$ cat config.mk
export PLATFORM = sky130hd
export DESIGN_NAME = la_scan_sequencer
export DESIGN_NICKNAME = d
export VERILOG_FILES = /design/src/rtl/la_scan_sequencer.sv
export SDC_FILE = /design/constraint.sdc
export NUM_CORES = 1
export LEC_CHECK = 0
export CAP_MARGIN = 20
export CORE_MARGIN = 2
export CORE_UTILIZATION = 34
export DETAILED_ROUTE_END_ITERATION = 16
export GPL_ROUTABILITY_DRIVEN = 0
export PLACE_DENSITY = 0.61
export SYNTH_ARGS = -nofsm -noshare
export SYNTH_HDL_FRONTEND = slang
export SYNTH_SLANG_ARGS = --single-unit
export TNS_END_PERCENT = 5
$ cat constraint.sdc
create_clock -name wb_clk_i -period 6.1 [get_ports wb_clk_i]
set_input_delay 1.22 -clock wb_clk_i [delete_from_list [all_inputs] [get_ports wb_clk_i]]
set_output_delay 1.22 -clock wb_clk_i [all_outputs]
set_load 0.02 [all_outputs]
$ cat src/rtl/la_scan_sequencer.sv
`default_nettype none
// ============================================================================
// Module   : la_scan_sequencer
// Purpose  : Raster scan sequencer. It walks a cols x rows grid, holds each
//            cell for a programmable dwell time, and drives the column, row
//            and power fields of the logic-analyser bus.
// Options  : SCAN_SERPENTINE_EN - odd rows are scanned in descending column
//            order.
// Revision : 1.0 - initial release
// ============================================================================
module la_scan_sequencer #(
    parameter int DWELL_W = 16
) (
    input  logic               wb_clk_i,
    input  logic               wb_rst_i,
    input  logic               start,
    input  logic               abort,
    input  logic [7:0]         cfg_cols,
    input  logic [7:0]         cfg_rows,
    input  logic [7:0]         cfg_power,
    input  logic [DWELL_W-1:0] cfg_dwell,
    output logic [7:0]         column_o,
    output logic [7:0]         row_o,
    output logic [7:0]         power_o,
    output logic               cell_valid,
    output logic               busy,
    output logic               done
);

    localparam logic [DWELL_W-1:0] c_one = {{(DWELL_W-1){1'b0}}, 1'b1};

    // S_DWELL holds the leading cycles of a cell. S_STEP is the last dwell
    // cycle of a cell, where the advance to the next cell happens.
    typedef enum logic [1:0] {
        S_IDLE  = 2'd0,
        S_DWELL = 2'd1,
        S_STEP  = 2'd2,
        S_DONE  = 2'd3
    } state_t;

    state_t               r_state;
    state_t               w_state_nxt;
    logic [7:0]           r_cols;
    logic [7:0]           r_rows;
    logic [7:0]           r_power;
    logic [7:0]           r_col;
    logic [7:0]           r_row;
    logic [DWELL_W-1:0]   r_dwell;
    logic [DWELL_W-1:0]   r_cnt;

    logic [7:0]           w_col_nxt;
    logic [7:0]           w_row_nxt;
    logic [DWELL_W-1:0]   w_cnt_nxt;
    logic                 w_latch;
    logic [DWELL_W-1:0]   w_dwell_eff;
    logic                 w_rev;
    logic [7:0]           w_wrap_col;
    logic                 w_row_end;
    logic                 w_last_cell;

    assign w_dwell_eff = (cfg_dwell == '0) ? c_one : cfg_dwell;

`ifdef SCAN_SERPENTINE_EN
    // The next row starts in the column where the previous row ended.
    assign w_rev      = r_row[0];
    assign w_wrap_col = r_col;
`else
    assign w_rev      = 1'b0;
    assign w_wrap_col = 8'd0;
`endif

    assign w_row_end   = w_rev ? (r_col == 8'd0) : (r_col == r_cols - 8'd1);
    assign w_last_cell = w_row_end && (r_row == r_rows - 8'd1);

    always_comb begin
        w_state_nxt = r_state;
        w_latch     = 1'b0;
        w_col_nxt   = r_col;
        w_row_nxt   = r_row;
        w_cnt_nxt   = r_cnt;
        case (r_state)
            S_IDLE: begin
                if (start) begin
                    w_latch   = 1'b1;
                    w_col_nxt = 8'd0;
                    w_row_nxt = 8'd0;
                    w_cnt_nxt = '0;
                    if (cfg_cols == 8'd0 || cfg_rows == 8'd0)
                        w_state_nxt = S_DONE;
                    else if (cfg_dwell <= c_one)
                        w_state_nxt = S_STEP;
                    else
                        w_state_nxt = S_DWELL;
                end
            end
            S_DWELL: begin
                if (abort) begin
                    w_state_nxt = S_IDLE;
                    w_cnt_nxt   = '0;
                end else begin
                    w_cnt_nxt = r_cnt + c_one;
                    if (r_cnt + c_one == r_dwell - c_one)
                        w_state_nxt = S_STEP;
                end
            end
            S_STEP: begin
                w_cnt_nxt = '0;
                if (abort) begin
                    w_state_nxt = S_IDLE;
                end else if (w_last_cell) begin
                    w_state_nxt = S_DONE;
                end else begin
                    if (w_row_end) begin
                        w_col_nxt = w_wrap_col;
                        w_row_nxt = r_row + 8'd1;
                    end else if (w_rev) begin
                        w_col_nxt = r_col - 8'd1;
                    end else begin
                        w_col_nxt = r_col + 8'd1;
                    end
                    w_state_nxt = (r_dwell == c_one) ? S_STEP : S_DWELL;
                end
            end
            S_DONE: begin
                w_state_nxt = S_IDLE;
            end
            default: begin
                w_state_nxt = S_IDLE;
            end
        endcase
    end

    always_ff @(posedge wb_clk_i) begin
        if (wb_rst_i) begin
            r_state <= S_IDLE;
            r_cols  <= 8'd0;
            r_rows  <= 8'd0;
            r_power <= 8'd0;
            r_dwell <= c_one;
            r_col   <= 8'd0;
            r_row   <= 8'd0;
            r_cnt   <= '0;
        end else begin
            r_state <= w_state_nxt;
            r_col   <= w_col_nxt;
            r_row   <= w_row_nxt;
            r_cnt   <= w_cnt_nxt;
            if (w_latch) begin
                r_cols  <= cfg_cols;
                r_rows  <= cfg_rows;
                r_power <= cfg_power;
                r_dwell <= w_dwell_eff;
            end
        end
    end

    assign cell_valid = (r_state == S_DWELL) || (r_state == S_STEP);
    assign busy       = cell_valid;
    assign done       = (r_state == S_DONE);
    assign column_o   = r_col;
    assign row_o      = r_row;
    assign power_o    = cell_valid ? r_power : 8'd0;

endmodule
`default_nettype wire

==> flow_metrics.env <==
export IMPL_crit_family="buffers and inverters"
export IMPL_regArea_sq_um=1481
export IMPL_clock_path_buffers=2
export IMPL_r2r_slack_ps=2910
export IMPL_multi_input_area_sq_um=2769
export IMPL_netlist_top_cells_area="dfxtp_1 (34%), xnor2_1 (9.5%), nand2_1 (8.8%)"
export IMPL_postCtsResizedCells=0
export IMPL_layout_common_cells="nand2_1 (104), dfxtp_1 (74), a21oi_1 (73)"
export IMPL_cts_sinks=74
export IMPL_status="finished, final reports clean"
export IMPL_r2r_cells=9
export IMPL_cts_hold_buffers=0
export IMPL_synth_edf_count=0
export IMPL_syn_area_sq_um=4415
export IMPL_initial_core_util_pct=34.85
export IMPL_synth_warnings=0
export IMPL_cap_violations=0
export IMPL_finClkSkew_ps=7.606
export IMPL_die_area_sq_um=13910
export IMPL_cts_tree="yes"
export IMPL_synth_top_area_cell="dfxtp_1"
export IMPL_critical_path_slowest_cell="clkdlybuf4s50_1"
export IMPL_peakVddDrop_mv=0.1797
export IMPL_numCtsBuffers=9
export IMPL_async_flop_share_pct=0
export IMPL_finalNetCount=704
export IMPL_cts_max_level=3
export IMPL_ys_types=49
export IMPL_boundaryPins=71
export IMPL_grt_pass1_wl_um=19640
export IMPL_dieWidth_um=118.0
export IMPL_syn_inst=592
export IMPL_grt_setup_unrepaired="false"
export IMPL_antenna_found_initial=0
export IMPL_slew_headroom_pct=40.79
export IMPL_yosysTopAreaCellShare_pct=33.55
export IMPL_fillerInstances=1292
export IMPL_cts_setup_buffers=0
export IMPL_clk_pin_slew_ps=60
export IMPL_min_from="r_power[3]$_SDFFE_PP0P_"
export IMPL_reg2reg_from="r_cnt[0]$_SDFFE_PP0P_"
export IMPL_cpPeakStageDelay_ps=610
export IMPL_grt_overflow=0
export IMPL_ys_ff_latch=74
export IMPL_min_period_ps=3263
export IMPL_avgViaCountPerCell=5.203
export IMPL_setup_viol=0
export IMPL_dp_hpwl_um=8711
export IMPL_hold_viol=0
export IMPL_grt_usage_pct=17.05
export IMPL_routedWlPerCell_um=14.49
export IMPL_r2r_end="r_state[0]$_SDFFE_PP0P_"
export IMPL_crit_path_max_fanout=11
export IMPL_rows=41
export IMPL_startpoint_type="flip-flop"
export IMPL_clockRootBuffer="clkbuf_16"
export IMPL_ant_nets=0
export IMPL_vias=4298
export IMPL_whs_endpoint="r_power[3]$_SDFFE_PP0P_"
export IMPL_drt_first_pass_iters=4
export IMPL_routed_wl_um=11970
export IMPL_total_power_mw=1.921
export IMPL_avgSynthCellArea_sq_um=7.459
export IMPL_path_cells="inv_1, ha_1, and2_1, clkdlybuf4s50_1"
export IMPL_yosys_most_used_dff="dfxtp_1"
export IMPL_max_freq_mhz=306.5
export IMPL_layout_commonest_cell="nand2_1"
export IMPL_area_growth_pct=25.76
export IMPL_drc=0
export IMPL_worstPathRequired_ps=4880
export IMPL_io_buffers=70
export IMPL_design_core_area_sq_um=12670
export IMPL_setup_worst_path_class="reg -> out"
export IMPL_crit_arrival_ps=2040
export IMPL_worstMarginPinSlew_ps=888.2
export IMPL_post_route_util_pct=43.82
export IMPL_end_kind="primary output"
export IMPL_hold_path_class="reg -> reg"
export IMPL_worstSkewPairLatency_ps=330
export IMPL_postSynthNetCount=647
export IMPL_die_y_um=118.0
export IMPL_powerDensity_nw_per_um2=345.9
export IMPL_ys_seq_area_share_pct=33.55
export IMPL_fin_crit_sh_pct=53.49
export IMPL_slew_violations=0
export IMPL_drive_gt1_share_pct=4.281
export IMPL_grt_max_degree=62
export IMPL_tns_ps=0
export IMPL_antenna_cells=0
export IMPL_leakage_nw=1.965
export IMPL_drtIter0Drc=213
export IMPL_holdPathStages=2
export IMPL_grt_pass1_vias=4077
export IMPL_crit_buf_inv=2
-- cell families after synthesis --
kind of cell,share of synthesized area (%)
mux,1.020
flops,33.55
compound gates,15.56
simple gates,29.73
fa+ha+maj,3.117
xor+xnor,13.29
buf+inv,3.740
-- sequential cells by signal, summed over array words and instances (netlist names) --
name,cells
column_o,8
r_cnt,16
r_state,2
row_o,8
r_cols,8
r_rows,8
r_power,8
r_dwell,16
-- cell type report --
type                       instances  area share, %
multi-input combinational        475          49.86
sequential                        74          26.68
timing repair buffer              74          13.07
clock inverter                     5         0.9464
inverter                          15          1.014
tap                              172          3.876
clock buffer                      11          4.552
-- where the power goes --
group          internal [mW]  total, mW  switching, mW
combinational          0.307      0.773          0.467
sequential             0.541      0.611         0.0701
clock                  0.337      0.537          0.200
-- stage by stage --
stage / hold WS (ps) / cell area (sq um) / std cells / setup WS (ps)
floorplan: 431.7 / 4415 / 592 / 3383
global placement: 438.5 / 5248 / 810 / 2697
detailed placement: 445.2 / 5248 / 810 / 2598
CTS: 452.2 / 5553 / 826 / 2793
global route: 467.3 / 5553 / 826 / 2637
finish: 448.7 / 5553 / 826 / 2837
-- synth_stat cells, types with 2 or more instances --
cell type,n
o31ai_1,3
nand3b_1,2
o21ai_0,18
xnor2_1,48
nand2_1,104
inv_1,15
o21a_1,2
dfxtp_1,74
or3b_2,2
nor4_1,15
nand3_1,21
a31oi_1,4
a211oi_1,5
and2_1,11
or3_1,7
clkbuf_1,27
or4_1,4
xor2_1,19
a21oi_1,73
nand4b_1,2
nor3b_1,3
and3_1,5
a2111oi_0,2
ha_1,11
nand2b_1,10
a21o_1,2
mux2i_1,3
nor2_1,54
nand4_1,12
o21ai_1,2
nor3_1,14
-- worst register-to-register path, stage by stage, from the launching register on --
cell     delay, ps
dfxtp_1        460
ha_1           310
nand4_1        210
nor4_1         540
xnor2_1        170
xnor2_1        160
nor4_1         380
nand3_1        130
o32a_1         410
mux2_4         310
-- per-layer routing --
| layer | part of all wire, % | routed length (um) | GRT usage [%] | vias up |
|---|---|---|---|---|
| met1 | 48 | 5694 | 22.31 | 2009 |
| met3 | 5.3 | 637 | 3.779 | 14 |
| met4 | 1.7 | 201 | 6.175 | 0 |
| met2 | 45 | 5436 | 27.51 | 111 |
| met5 | 0 | 0 | 0 | - |
| li1 | - | - | - | 2164 |
-- worst max-delay path by stage --
stage / startpoint / to / slack (ps) / depth (start not counted)
after global routing: r_rows[0]$_SDFFE_PP0P_ / column_o[4]$_SDFFE_PP0P_ / 2640 / 10
after floorplan: r_cnt[0]$_SDFFE_PP0P_ / r_state[0]$_SDFFE_PP0P_ / 3380 / 9
after global placement: start / r_state[0]$_SDFFE_PP0P_ / 2700 / 8
after CTS: r_state[1]$_SDFFE_PP0P_ / power_o[0] / 2790 / 4
final: r_state[1]$_SDFFE_PP0P_ / power_o[5] / 2840 / 4
after detailed placement: start / column_o[7]$_SDFFE_PP0P_ / 2600 / 6
Power figures use the tool's default switching activity.
